$ cat config.mk
export PLATFORM = sky130hd
export DESIGN_NAME = rf_writeback
export DESIGN_NICKNAME = d
export VERILOG_FILES = /design/src/rtl/rf_writeback.sv
export SDC_FILE = /design/constraint.sdc
export NUM_CORES = 1
export LEC_CHECK = 0
export ABC_AREA = 0
export CAP_MARGIN = 5
export CORE_MARGIN = 1.5
export CORE_UTILIZATION = 56
export DETAILED_ROUTE_END_ITERATION = 8
export PLACE_DENSITY_LB_ADDON = 0.12
export SETUP_SLACK_MARGIN = 0.5
export SLEW_MARGIN = 20
export SYNTH_ARGS = -nofsm -noshare
export SYNTH_HDL_FRONTEND = slang
export SYNTH_SLANG_ARGS = --single-unit
$ cat constraint.sdc
create_clock -name clk -period 8.2 [get_ports clk]
set_clock_uncertainty 0.2 [all_clocks]
set_input_delay 1.23 -clock clk [delete_from_list [all_inputs] [get_ports clk]]
set_output_delay 1.23 -clock clk [all_outputs]
set_load 0.02 [all_outputs]
$ cat src/rtl/rf_writeback.sv
// Writeback unit for the dual-issue register file: merges pipe slots A/B with a
// buffered long-latency path onto two registered write ports.
module rf_writeback #(
  parameter int DEPTH  = 4,
  parameter int STARVE = 8
) (
  input  logic                     clk,
  input  logic                     rst,
  input  logic                     a_valid,
  input  logic [4:0]               a_addr,
  input  logic [31:0]              a_data,
  input  logic                     b_valid,
  input  logic [4:0]               b_addr,
  input  logic [31:0]              b_data,
  input  logic                     l_valid,
  input  logic [4:0]               l_addr,
  input  logic [31:0]              l_data,
  output logic                     l_ready,
  output logic                     we1,
  output logic [4:0]               waddr1,
  output logic [31:0]              wdata1,
  output logic                     we2,
  output logic [4:0]               waddr2,
  output logic [31:0]              wdata2,
  output logic                     stall_req,
  output logic                     wb_conflict,
  output logic [$clog2(DEPTH):0]   pending
);

  localparam int AW = $clog2(DEPTH);
  localparam int CW = AW + 1;
  localparam int SW = $clog2(STARVE + 1);
  localparam logic [CW-1:0] FULL_CNT   = CW'(DEPTH);
  localparam logic [SW-1:0] STARVE_MAX = SW'(STARVE);

  logic [4:0]    mem_addr_r [DEPTH];
  logic [31:0]   mem_data_r [DEPTH];
  logic [AW-1:0] rd_ptr_r;
  logic [AW-1:0] wr_ptr_r;
  logic [CW-1:0] count_r;
  logic [SW-1:0] starve_r;

  logic          na_s;
  logic          nb_s;
  logic          empty_s;
  logic          full_s;
  logic [4:0]    head_addr_s;
  logic [31:0]   head_data_s;
  logic          coll_s;
  logic          h_to1_s;
  logic          h_to2_s;
  logic          pop_s;
  logic          push_s;
  logic [CW-1:0] count_next_s;
  logic [SW-1:0] starve_next_s;

  // Qualification, head routing, collision detection and FIFO/starve next-state.
  always_comb begin
    nb_s        = b_valid & (b_addr != 5'd0);
    na_s        = a_valid & (a_addr != 5'd0) & ~(nb_s & (b_addr == a_addr));
    empty_s     = (count_r == {CW{1'b0}});
    full_s      = (count_r == FULL_CNT);
    head_addr_s = mem_addr_r[rd_ptr_r];
    head_data_s = mem_data_r[rd_ptr_r];
    // A colliding head is dropped: the pipe value is the architecturally newer one.
    coll_s      = ~empty_s & ((na_s & (head_addr_s == a_addr)) |
                              (nb_s & (head_addr_s == b_addr)));
    h_to2_s     = ~empty_s & (head_addr_s != 5'd0) & ~coll_s & ~nb_s;
    h_to1_s     = ~empty_s & (head_addr_s != 5'd0) & ~coll_s & nb_s & ~na_s;
    pop_s       = ~empty_s & ((head_addr_s == 5'd0) | coll_s | h_to1_s | h_to2_s);
    push_s      = l_valid & ~full_s;

    case ({push_s, pop_s})
      2'b10:   count_next_s = count_r + CW'(1);
      2'b01:   count_next_s = count_r - CW'(1);
      default: count_next_s = count_r;
    endcase

    if (empty_s | pop_s) begin
      starve_next_s = {SW{1'b0}};
    end else if (starve_r != STARVE_MAX) begin
      starve_next_s = starve_r + SW'(1);
    end else begin
      starve_next_s = starve_r;
    end
  end

  // FIFO payload storage; validity is tracked by the pointers and count.
  always_ff @(posedge clk) begin
    if (push_s) begin
      mem_addr_r[wr_ptr_r] <= l_addr;
      mem_data_r[wr_ptr_r] <= l_data;
    end
  end

  // Control state and registered write-port outputs.
  always_ff @(posedge clk or posedge rst) begin
    if (rst) begin
      rd_ptr_r    <= {AW{1'b0}};
      wr_ptr_r    <= {AW{1'b0}};
      count_r     <= {CW{1'b0}};
      starve_r    <= {SW{1'b0}};
      stall_req   <= 1'b0;
      wb_conflict <= 1'b0;
      we1         <= 1'b0;
      waddr1      <= 5'd0;
      wdata1      <= 32'd0;
      we2         <= 1'b0;
      waddr2      <= 5'd0;
      wdata2      <= 32'd0;
    end else begin
      if (push_s) wr_ptr_r <= wr_ptr_r + AW'(1);
      if (pop_s)  rd_ptr_r <= rd_ptr_r + AW'(1);
      count_r     <= count_next_s;
      starve_r    <= starve_next_s;
      stall_req   <= (starve_next_s == STARVE_MAX);
      wb_conflict <= wb_conflict | coll_s;

      we1 <= na_s | h_to1_s;
      if (na_s) begin
        waddr1 <= a_addr;
        wdata1 <= a_data;
      end else if (h_to1_s) begin
        waddr1 <= head_addr_s;
        wdata1 <= head_data_s;
      end

      we2 <= nb_s | h_to2_s;
      if (nb_s) begin
        waddr2 <= b_addr;
        wdata2 <= b_data;
      end else if (h_to2_s) begin
        waddr2 <= head_addr_s;
        wdata2 <= head_data_s;
      end
    end
  end

  assign l_ready = (count_r != FULL_CNT);
  assign pending = count_r;

endmodule

==> results of run 1 <==
[worst max-delay path, stage by stage, from the launching register on]
cell                      delay (ps)
sky130_fd_sc_hd__dfrtp_2         340
sky130_fd_sc_hd__buf_4           570
sky130_fd_sc_hd__mux4_2          710
sky130_fd_sc_hd__or4_1           660
sky130_fd_sc_hd__o21ai_4         150
sky130_fd_sc_hd__buf_4           540
sky130_fd_sc_hd__nor2_1          170
sky130_fd_sc_hd__a21oi_2         250
sky130_fd_sc_hd__ha_1            210
sky130_fd_sc_hd__inv_1            60
sky130_fd_sc_hd__fa_1            380
sky130_fd_sc_hd__xor2_1          150
sky130_fd_sc_hd__nor2_1          110
sky130_fd_sc_hd__xor2_1          150
[logic make-up (layout without fill, tap and decap cells)]
group | Yosys count | after routing | share of synthesized area, %
AOI/OAI and AO/OA | 222 | 222 | 11.8
muxes | 38 | 38 | 8.29
buffers and inverters | 73 | 270 | 3.01
DFF | 237 | 237 | 65.5
xor gates and xnor gates | 23 | 23 | 1.98
and+or+nand+nor | 210 | 210 | 8.40
adders and majority gates | 8 | 8 | 1.06
[power groups by stage]
stage / Clock (mW) / Sequential [mW] / Combinational [mW]
global placement: 0 / 1.76 / 1.90
detailed placement: 0 / 1.77 / 1.92
floorplan: 0 / 1.94 / 1.00
CTS: 1.08 / 1.75 / 1.93
finish: 1.07 / 1.75 / 1.95
global route: 1.12 / 1.78 / 2.11
[cell usage in the layout, fill, tap and decap left out, drive strengths merged, types with 7 or more instances in the layout]
| cell | count |
|---|---|
| xor2 | 13 |
| dfrtp | 89 |
| nor2 | 142 |
| o21ai | 70 |
| a21oi | 130 |
| inv | 15 |
| nand2 | 44 |
| clkdlybuf4s50 | 197 |
| edfxtp | 148 |
| ha | 7 |
| clkbuf | 31 |
| xnor2 | 10 |
| buf | 13 |
| clkinv | 8 |
| mux4 | 37 |
[final timing paths]
path / startpoint / slack (ps) / end
worst max-delay path: rd_ptr_r[0] / 3440 / pending[2]
worst min-delay path: waddr1[4] / 320 / waddr1[4]
worst max register to register: rd_ptr_r[0] / 3440 / pending[2]
worst min register to register: waddr1[4] / 320 / waddr1[4]
max in group asynchronous: rst / 5740 / rd_ptr_r[0]
min in group asynchronous: rst / 790 / wdata1[19]
[per-layer routing]
metal	share of wire [%]	vias to the layer above
met4	1.5	0
met3	7.3	31
met2	46	295
met1	45	3561
li1	-	3306
met5	0	-
[flip-flops by register name, indices dropped and copies added (netlist names)]
signal       count
mem_data_r     128
wdata1          32
wdata2          32
mem_addr_r      20
waddr1           5
waddr2           5
starve_r         4
pending          3
rd_ptr_r         2
wr_ptr_r         2
stall_req        1
wb_conflict      1
we1              1
we2              1
[stage by stage]
stage	hold slack [ps]	instances
floorplan	331	811
global placement	299	1191
detailed placement	312	1191
CTS	325	1235
global route	339	1237
finish	320	1237
[area by class of cell]
cell class	count	area (um^2)	area share (%)
multi-input cells	501	3260	24.8
well taps	229	287	2.18
clock buffers	31	648	4.93
clock inverters	13	118	0.894
repair buffers	210	2110	16.0
flip-flops and latches	237	6670	50.7
inverters	16	61.3	0.466
==> results.md, run 1 <==
* Die Width at roughly 140 um
* Buffers inserted by post-CTS timing repair at 0
* Area of the placeable core at between 15000 and 20000 um^2
* Total of hold buffers inserted after clock tree synthesis at 0
* HP Class: register to register
* Unrepaired setup endpoints after global routing: no
* Length of the first detailed-routing pass in iterations at 5
* Total of endpoints with negative setup slack in the final report at 0
* Number of unique standard cell types used by synthesis at between 40 and 50
* Resized cells post-CTS at 0
* Share of total power consumed by net switching at a little over a third
* Max Clock Freq at roughly 210 MHz
* Post-Syn Area at 10200 um^2
* Total number of vias at about 7200
* Number of clock sinks seen by CTS at between 200 and 250
* Placed cell areas at approximately 12000 um^2
* Number of fill cells at roughly 1200
* Antenna violations before repair at 0
* Sum of overflow across all layers after global routing at 0
* Share of the clock period used by the worst path after layout at approximately three fifths
* Mean Syn Cell Area at 12.6 um^2
* Fraction of power consumed by the clock network at 22.3%
* Setup crit end kind: register
* DP Wirelength at about 16 mm
* Min Clock Period, post-route at approximately 4800 ps
* Main flop type after synthesis: sky130_fd_sc_hd__edfxtp_1
* Pin count of the biggest net entering global routing at 74
* Category of the critical setup timing path: register to register
* Cell taking the most area after synthesis: sky130_fd_sc_hd__edfxtp_1
* Initial DRC Count at ~730
* Gr busiest metal: met1
* Buffer type at the clock tree root: sky130_fd_sc_hd__clkbuf_16
* Depth of the worst register-to-register path at 13
* Initial Util at 56.9%
* Share of cells above drive strength 1 at a little over a tenth
* Top Ports at roughly 200
* Weighted congestion at the end of routability-driven global placement at 0.859
* Total power density per cell area at around 360 nW/um^2
* Arrival time at the worst endpoint at about 5000 ps
* Top cells by area, synth: sky130_fd_sc_hd__edfxtp_1, sky130_fd_sc_hd__dfrtp_1, sky130_fd_sc_hd__mux4_2
* Final hold viol count at 0
* Share of async-settable or async-resettable flops after synthesis at a little under two fifths
* Min-Delay Path Depth at 1
* Sw power at ~1.7 mW
* Share of total power in combinational logic at 40.9%
* Drt total wl at around 25 mm
* Post-detailed-route via-to-cell ratio at between 5 and 6
* DIE HEIGHT at between 100 and 150 um
* Total negative slack for setup checks at 0 ps
* Largest buffer count on any clock path at 3
* Headroom to the max-slew limit at between 30% and 40%
* GRT met1 Usage at between 40% and 50%
* Number of antenna-violating nets in the routed design at 0
* Die Footprint at ~19000 um^2
* Fraction of synthesized cell area taken by the top area cell type at between 40% and 50%
* Wire length of the first global-routing pass at 37.8 mm
* Nets in the synthesized netlist at 935
* Met3 demand-to-capacity share in global routing at around 3.2%
* Vias in the first global route at 6678
* DRC Markers at 0
* Most used standard cell by instance count after synthesis: sky130_fd_sc_hd__edfxtp_1
* Count of buffers from port buffering at about 200
* Launching element type of the critical path: register
* Number of buffers created by CTS at 24
* Global routing usage summed across all routing layers at about a quarter
* Worst-case setup slack after placement at slightly above 3000 ps
* Worst skew pair latency at 510 ps
* Number of max-cap violations at 0
* Tot Pwr at 4.77 mW
* IR drop worst, VDD at between 0.2 and 0.25 mV
* Area grow syn2layout at 29.2%
* Synthesized instance count at approximately 810
* Part of the total power dissipated in sequential elements at 36.7%
* Number of placement rows at 49
* Sequential cell area fraction in the yosys report at between 60% and 70%
* Final standard cell utilization of the core at between 70 and 80%
* Number of inserted diodes at 0
* Clock slew seen by the registers of the worst setup and hold paths at roughly 70 ps
* Slew at the pin closest to its max-slew limit at about 970 ps
* Pins Over Slew Limit at 0
* Wire per inst at roughly 20 um
* Fraction of met2 tracks used by global routing at 39.6%
* Critical-path maximum fanout at 67
* Internal Power at slightly above 3 mW
* Flop and latch count out of synthesis at roughly 240
* Pleak at 4.85 nW
* Synth warnings at 0
* H-Tree Depth at 1
* Setup slack of the critical path after layout at around 3400 ps
* Post-synth EDFFs at approximately 150
* Clock tree from TritonCTS: yes
* Req. time, crit path at between 8000 and 9000 ps
* Fin area at roughly 13000 um^2
* Top post-synthesis cells by count: sky130_fd_sc_hd__edfxtp_1, sky130_fd_sc_hd__nor2_1, sky130_fd_sc_hd__a21oi_1
* Outcome: complete, no violations
* # nets final at 1114
Note: power is estimated with default switching activity, not from simulation.
==> run 2, diff against run 1 <==
CORE_UTILIZATION = 47   (was 56)
clock period = 4.05 ns   (was 8.2 ns; I/O delays follow)
==> run 2 against run 1 <==
  * Critical path depth is 2 lower
  * Sequential power increased by 100%
  * Total power grew 100%
  * Count of clock-buffer cells in the layout fell by 3
  * Flip-flop and latch count unchanged
  * Hold slack lost 35 ps
  * Combinational power is 110% higher
  * Critical path type unchanged
  * Critical endpoint unchanged
==> results.md, run 2 (synthesis results as in run 1) <==
* Count of buffers from port buffering at 197 (unchanged)
* Number of max-cap violations at 0 (unchanged)
* Number of clock sinks seen by CTS at 237 (unchanged)
* Highest-count cells in the layout ignoring fill and taps: sky130_fd_sc_hd__clkdlybuf4s50_1, sky130_fd_sc_hd__edfxtp_1, sky130_fd_sc_hd__nor2_1
* Setup crit end kind: register
* Total of hold buffers inserted after clock tree synthesis at 0 (unchanged)
* Critical path, cell by cell: mux4_2, or4_4, o21ai_4, nor2_1, a21oi_2, ha_1, inv_1, fa_1, xor2_1, nor2_1, xor2_1
* Final hold viol count at 0 (unchanged)
* Area of the placeable core at 21200 um^2 (+18%)
* Multi-input gate area at 3270 um^2 (+0.31%)
* Global routing usage summed across all routing layers at 22.8% (-3.4 points)
* Share of the clock period used by the worst path after layout at 84.9% (+27 points)
* Slowest cell on the critical path: sky130_fd_sc_hd__mux4_2
* Length of the first detailed-routing pass in iterations at 5 (unchanged)
* Clock slew seen by the registers of the worst setup and hold paths at 60 ps (about the same)
* Req. time, crit path at 4290 ps (-4150 ps)
* Clock tree from TritonCTS: yes
* Arrival time at the worst endpoint at 3680 ps (-1320 ps)
* Min-Delay Path Depth at 1 (unchanged)
* Die Width at 150 um (+9.0%)
* Area grow syn2layout at 30.9%
* Initial Util at 48.2% (-8.7 points)
* DIE HEIGHT at 150 um (+9.0%)
* Worst skew pair latency at 510 ps (about the same)
* Buffer type at the clock tree root: sky130_fd_sc_hd__clkbuf_16
* HP Class: register to register
* Wire length of the first global-routing pass at 39.5 mm (+4.4%)
* Number of placement rows at 53 (+8.2%)
* Max Clock Freq at 291 MHz (+39%)
* Storage cell area at 6680 um^2 (about the same)
* Top Ports at 198 (unchanged)
* DP Wirelength at 17.2 mm (+7.2%)
* IR drop worst, VDD at 0.401 mV (+72%)
* Drt total wl at 25.8 mm (+2.4%)
* Total number of vias at 7179 (-0.19%)
* Critical-path maximum fanout at 8 (-88%)
* Setup slack of the critical path after layout at 610 ps (-2830 ps)
* Die Footprint at 22600 um^2 (+19%)
* Wire per inst at 19.9 um (-2.5%)
* Unrepaired setup endpoints after global routing: yes
* Pleak at 4.93 nW (+1.7%)
* Leading registers by flop count: mem_data_r x128, wdata1 x32, wdata2 x32
* Category of the critical setup timing path: register to register
* Min Clock Period, post-route at 3440 ps (-1320 ps)
* # nets final at 1131 (+1.5%)
* End point of the most critical hold path: wb_conflict
* Number of buffers created by CTS at 25 (+4.2%)
* Register containing the most flip-flops in the final layout: mem_data_r
* Most common cell after layout, fill and taps aside: sky130_fd_sc_hd__clkdlybuf4s50_1
* Depth of the worst register-to-register path at 11 (-2)
* Worst-case setup slack after placement at 337 ps (-2770 ps)
* Post-detailed-route via-to-cell ratio at 5.53 (-5.0%)
* Capturing point of the worst reg2reg path: pending[2]
* Antenna violations before repair at 0 (unchanged)
* Reg-to-Reg Start: rd_ptr_r[0]
* Total negative slack for setup checks at 0 ps (unchanged)
* Launching element type of the critical path: register
* Number of inserted diodes at 0 (unchanged)
* Slew at the pin closest to its max-slew limit at 1010 ps (+42.9 ps)
* Total of endpoints with negative setup slack in the final report at 0 (unchanged)
* Vias in the first global route at 6982 (+4.6%)
* Number of antenna-violating nets in the routed design at 0 (unchanged)
* Crit path largest cell delay at 600 ps (-110 ps)
* Sum of overflow across all layers after global routing at 0 (unchanged)
* Outcome: complete, no violations
* Initial DRC Count at 567 (-23%)
* Total power density per cell area at 732 nW/um^2 (+100%)
* H-Tree Depth at 1 (unchanged)
* Headroom to the max-slew limit at 32.5% (-2.9 points)
* DRC Markers at 0 (unchanged)
* Min-delay src: wb_conflict
* Max reg flops at 128 (unchanged)
* FF-to-FF setup slack at 610 ps (-2830 ps)
* Pin count of the biggest net entering global routing at 71 (-4.1%)
* Number of fill cells at 1663 (+34%)
* Share of cells above drive strength 1 at 12.1% (+1.4 points)
* Pins Over Slew Limit at 0 (unchanged)
* Weighted congestion at the end of routability-driven global placement at 0.852 (-0.76%)
* Largest buffer count on any clock path at 3 (unchanged)
## run 2: changes by cell type in the layout (fill, tap and decap cells not counted), moves of 2 or more
cell / before / now
sky130_fd_sc_hd__clkinv_1: 2 / 8
sky130_fd_sc_hd__clkinvlp_4: 2 / 0
sky130_fd_sc_hd__clkbuf_1: 6 / 3
sky130_fd_sc_hd__buf_12: 0 / 2
sky130_fd_sc_hd__buf_4: 11 / 27
sky130_fd_sc_hd__buf_16: 2 / 0
sky130_fd_sc_hd__clkinvlp_2: 2 / 0
## run 2: timing repair
item | 4_1_cts | 5_1_grt
setup endpoints to repair | 1 | 1
resized for setup | 2 | 2
pin swaps | 0 | 0
setup buffers | 2 | 3
## run 2: stage by stage
step / area (um^2) / total power, mW / util (%) / hold WS (ps) / instances
CTS: 13300 / 9.76 / 62.9 / 288 / 1296
floorplan: 10200 / 5.96 / - / 331 / 811
detailed placement: 12500 / 7.59 / 59.2 / 272 / 1250
finish: 13300 / 9.76 / 63.0 / 285 / 1299
global placement: 12500 / 7.55 / 59.2 / 271 / 1250
global route: 13300 / 10.3 / 63.0 / 308 / 1299
## run 2: worst max path at each step
stage	cells past startpoint	endpoint	from
2_1_floorplan	13	pending[2]	rd_ptr_r[0]
3_3_place_gp	13	pending[2]	a_addr[1]
3_5_place_dp	13	pending[2]	a_addr[2]
4_1_cts	11	pending[2]	rd_ptr_r[0]
5_1_grt	12	pending[2]	rd_ptr_r[0]
6_report	11	pending[2]	rd_ptr_r[0]
## run 2: layer usage
| layer | wire length, um | track usage [%] |
|---|---|---|
| met1 | 11900 | 34.8 |
| met2 | 11600 | 34.7 |
| met3 | 1820 | 3.42 |
| met4 | 523 | 5.29 |
| met5 | 0 | 0 |
## run 2: where the power goes
group / switching, mW / internal [mW] / total, mW
clock: 0.884 / 1.25 / 2.13
sequential: 0.299 / 3.27 / 3.57
combinational: 2.32 / 1.74 / 4.06
## run 2: area by class of cell
| class | instances | area share, % |
|---|---|---|
| Sequential cell | 237 | 50.1 |
| Multi-Input combinational cell | 501 | 24.5 |
| Timing Repair Buffer | 226 | 16.6 |
| Clock buffer | 28 | 4.78 |
| Tap cell | 275 | 2.58 |
| Clock inverter | 16 | 0.929 |
| Inverter | 16 | 0.460 |
## run 2: worst max-delay path, delay by kind of cell (launching register included)
family,cells,cell delay (ps)
xor gates and xnor gates,2,300
DFF,1,490
buffers and inverters,1,60
and+or+nand+nor,3,810
muxes,1,600
AOI/OAI and AO/OA,2,340
adders and majority gates,2,570
==> run 3, diff against run 2 <==
clock period = 3 ns   (was 4.05 ns; I/O delays follow)
==> run 3 against run 2 <==
  * The run now ends with setup timing left
  * Utilization is 3.7 points higher
  * Critical path depth did not move
  * Count of clock-buffer cells in the layout is the same
  * First-iteration DRC count rose by 1.6%
  * Flip-flop and latch count did not move
  * Hold slack lost 77 ps
  * Maximum frequency rose by 6.9%
  * Clock power increased by 62%
  * Non-clock buffer count is 48 higher
==> results.md, run 3 (synthesis results as in run 1) <==
* Outcome: complete, but fails checks
* Failing checks: setup timing
* Number of inserted diodes at 0 (unchanged)
* Number of placement rows at 53 (unchanged)
* Clock tree from TritonCTS: yes
* Clock slew seen by the registers of the worst setup and hold paths at 70 ps (about the same)
* Initial DRC Count at 576 (+1.6%)
* H-Tree Depth at 1 (unchanged)
* Final hold viol count at 0 (unchanged)
* Wire length of the first global-routing pass at 42.3 mm (+7.2%)
* Global routing usage summed across all routing layers at 24.5% (+1.7 points)
* Number of fill cells at 1597 (-4.0%)
* Total power density per cell area at 1020 nW/um^2 (+39%)
* Pin count of the biggest net entering global routing at 90 (+27%)
* Buffer type at the clock tree root: sky130_fd_sc_hd__clkbuf_16
* Highest-count cells in the layout ignoring fill and taps: sky130_fd_sc_hd__clkdlybuf4s50_1, sky130_fd_sc_hd__edfxtp_1, sky130_fd_sc_hd__nor2_1
* Pleak at 5.33 nW (+7.9%)
* Arrival time at the worst endpoint at 3470 ps (-210 ps)
* Setup slack of the critical path after layout at -219 ps (-829 ps)
* Largest buffer count on any clock path at 3 (unchanged)
* Number of clock sinks seen by CTS at 237 (unchanged)
* Area of the placeable core at 21200 um^2 (unchanged)
* Multi-input gate area at 3380 um^2 (+3.2%)
* Min Clock Period, post-route at 3220 ps (-221 ps)
* Worst skew pair latency at 520 ps (about the same)
* Total number of vias at 7378 (+2.8%)
* IR drop worst, VDD at 0.547 mV (+36%)
* Storage cell area at 6670 um^2 (about the same)
* Headroom to the max-slew limit at 53.9% (+21 points)
* # nets final at 1179 (+4.2%)
* Die Footprint at 22600 um^2 (unchanged)
* DRC Markers at 0 (unchanged)
* Unrepaired setup endpoints after global routing: yes
* Slowest cell on the critical path: sky130_fd_sc_hd__or4_4
* Final standard cell utilization of the core at 66.7% (+3.7 points)
* Most common cell after layout, fill and taps aside: sky130_fd_sc_hd__clkdlybuf4s50_1
* Launching element type of the critical path: register
* Category of the critical setup timing path: register to register
* Sum of overflow across all layers after global routing at 0 (unchanged)
* Top Ports at 198 (unchanged)
* Initial Util at 48.2% (unchanged)
* Number of max-cap violations at 0 (unchanged)
* Setup crit end kind: register
* DIE HEIGHT at 150 um (unchanged)
* DP Wirelength at 17.8 mm (+3.6%)
* Die Width at 150 um (unchanged)
* Drt total wl at 27.2 mm (+5.3%)
* Number of buffers created by CTS at 25 (unchanged)
* Max Clock Freq at 311 MHz (+6.9%)
* Leading registers by flop count: mem_data_r x128, wdata1 x32, wdata2 x32
* Antenna violations before repair at 0 (unchanged)
* Post-detailed-route via-to-cell ratio at 5.48 (-0.82%)
* Wire per inst at 20.2 um (+1.6%)
* Worst Path Buf+Inv at 1 (unchanged)
* Number of antenna-violating nets in the routed design at 0 (unchanged)
* Share of the clock period used by the worst path after layout at 107% (+22 points)
* Pins Over Slew Limit at 0 (unchanged)
* Critical path, cell by cell: mux4_2, or4_4, o21ai_4, nor2_4, a21oi_4, ha_4, inv_2, fa_2, xor2_1, nor2_1, xor2_1
* Tot Pwr at 14.4 mW (+48%)
* Count of buffers from port buffering at 197 (unchanged)
* Req. time, crit path at 3250 ps (-1040 ps)
* Critical path's top delay family: simple AND/OR/NAND/NOR gates
* Area grow syn2layout at 38.6%
* Crit path largest cell delay at 590 ps (about the same)
* Crit path top cell by count: sky130_fd_sc_hd__xor2_1
* Length of the first detailed-routing pass in iterations at 6 (+1)
* Critical-path maximum fanout at 8 (unchanged)
* HP Class: primary input to async pin
* Vias in the first global route at 7541 (+8.0%)
* Total of endpoints with negative setup slack in the final report at 15 (+15)
* Max reg flops at 128 (unchanged)
* Weighted congestion at the end of routability-driven global placement at 0.828 (-2.9%)
* Register containing the most flip-flops in the final layout: mem_data_r
* Slew at the pin closest to its max-slew limit at 692 ps (-321 ps)
* Share of cells above drive strength 1 at 17.6% (+5.4 points)
-- run 3: changes by cell type in the layout (fill, tap and decap cells not counted), sizes merged, moves of 2 or more --
| cell | before | now |
|---|---|---|
| buf | 29 | 75 |
| clkinv | 14 | 7 |
| bufinv | 2 | 8 |
| bufbuf | 0 | 2 |
-- run 3: worst register-to-register path, delay by kind of cell, from the launching register on --
family / cells / cell delay, ps
simple gates: 3 / 770
buf+inv: 1 / 40
mux: 1 / 550
xor+xnor: 2 / 290
compound gates: 2 / 350
fa+ha+maj: 2 / 480
flops: 1 / 480
-- run 3: final cells by class --
type                    count  area share (%)
clock buffers              28            4.51
clock inverters            15            1.99
inverters                  16           0.452
multi-input cells         501            23.9
flip-flops and latches    237            47.3
well taps                 275            2.44
repair buffers            274            19.4
-- run 3: worst paths after layout --
check | start | endpoint | slack (ps) | depth (start not counted)
min in group clk | wb_conflict | wb_conflict | 280 | 1
max in group asynchronous | rst | waddr2[4] | 1990 | 3
min | rst | wdata1[21] | 210 | 3
max reg2reg | rd_ptr_r[0] | pending[2] | -220 | 11
max | rd_ptr_r[0] | pending[2] | -220 | 11
min reg2reg | wb_conflict | wb_conflict | 280 | 1
-- run 3: repair_timing --
| action | CTS | global route |
|---|---|---|
| endpoints found under the setup margin | 88 | 87 |
| pin swaps | 9 | 2 |
| gates resized for setup | 70 | 5 |
| gates cloned | 3 | 0 |
| buffers inserted | 10 | 2 |
| hold buffers | 0 | 0 |
-- run 3: routing by layer --
metal	GRT usage, %	wire length [um]	up-vias
li1	-	-	3434
met1	36.3	12300	3623
met2	38.3	12600	278
met3	4.00	1860	43
met4	5.34	487	0
met5	0	0	-
-- run 3: power breakdown --
group	switching [mW]	internal [mW]
registers	0.394	4.40
logic	3.35	2.81
clock network	1.25	2.21
-- run 3: metrics by stage --
stage	instances	TNS, ps	setup slack, ps	hold WS [ps]	instance area (um^2)
global placement	1288	-6120	-313	265	12900
detailed placement	1288	-8930	-341	266	12900
CTS	1344	-640	-231	230	14100
finish	1346	-917	-219	208	14100
floorplan	811	-617	-358	347	10300
global route	1346	-10640	-435	268	14100
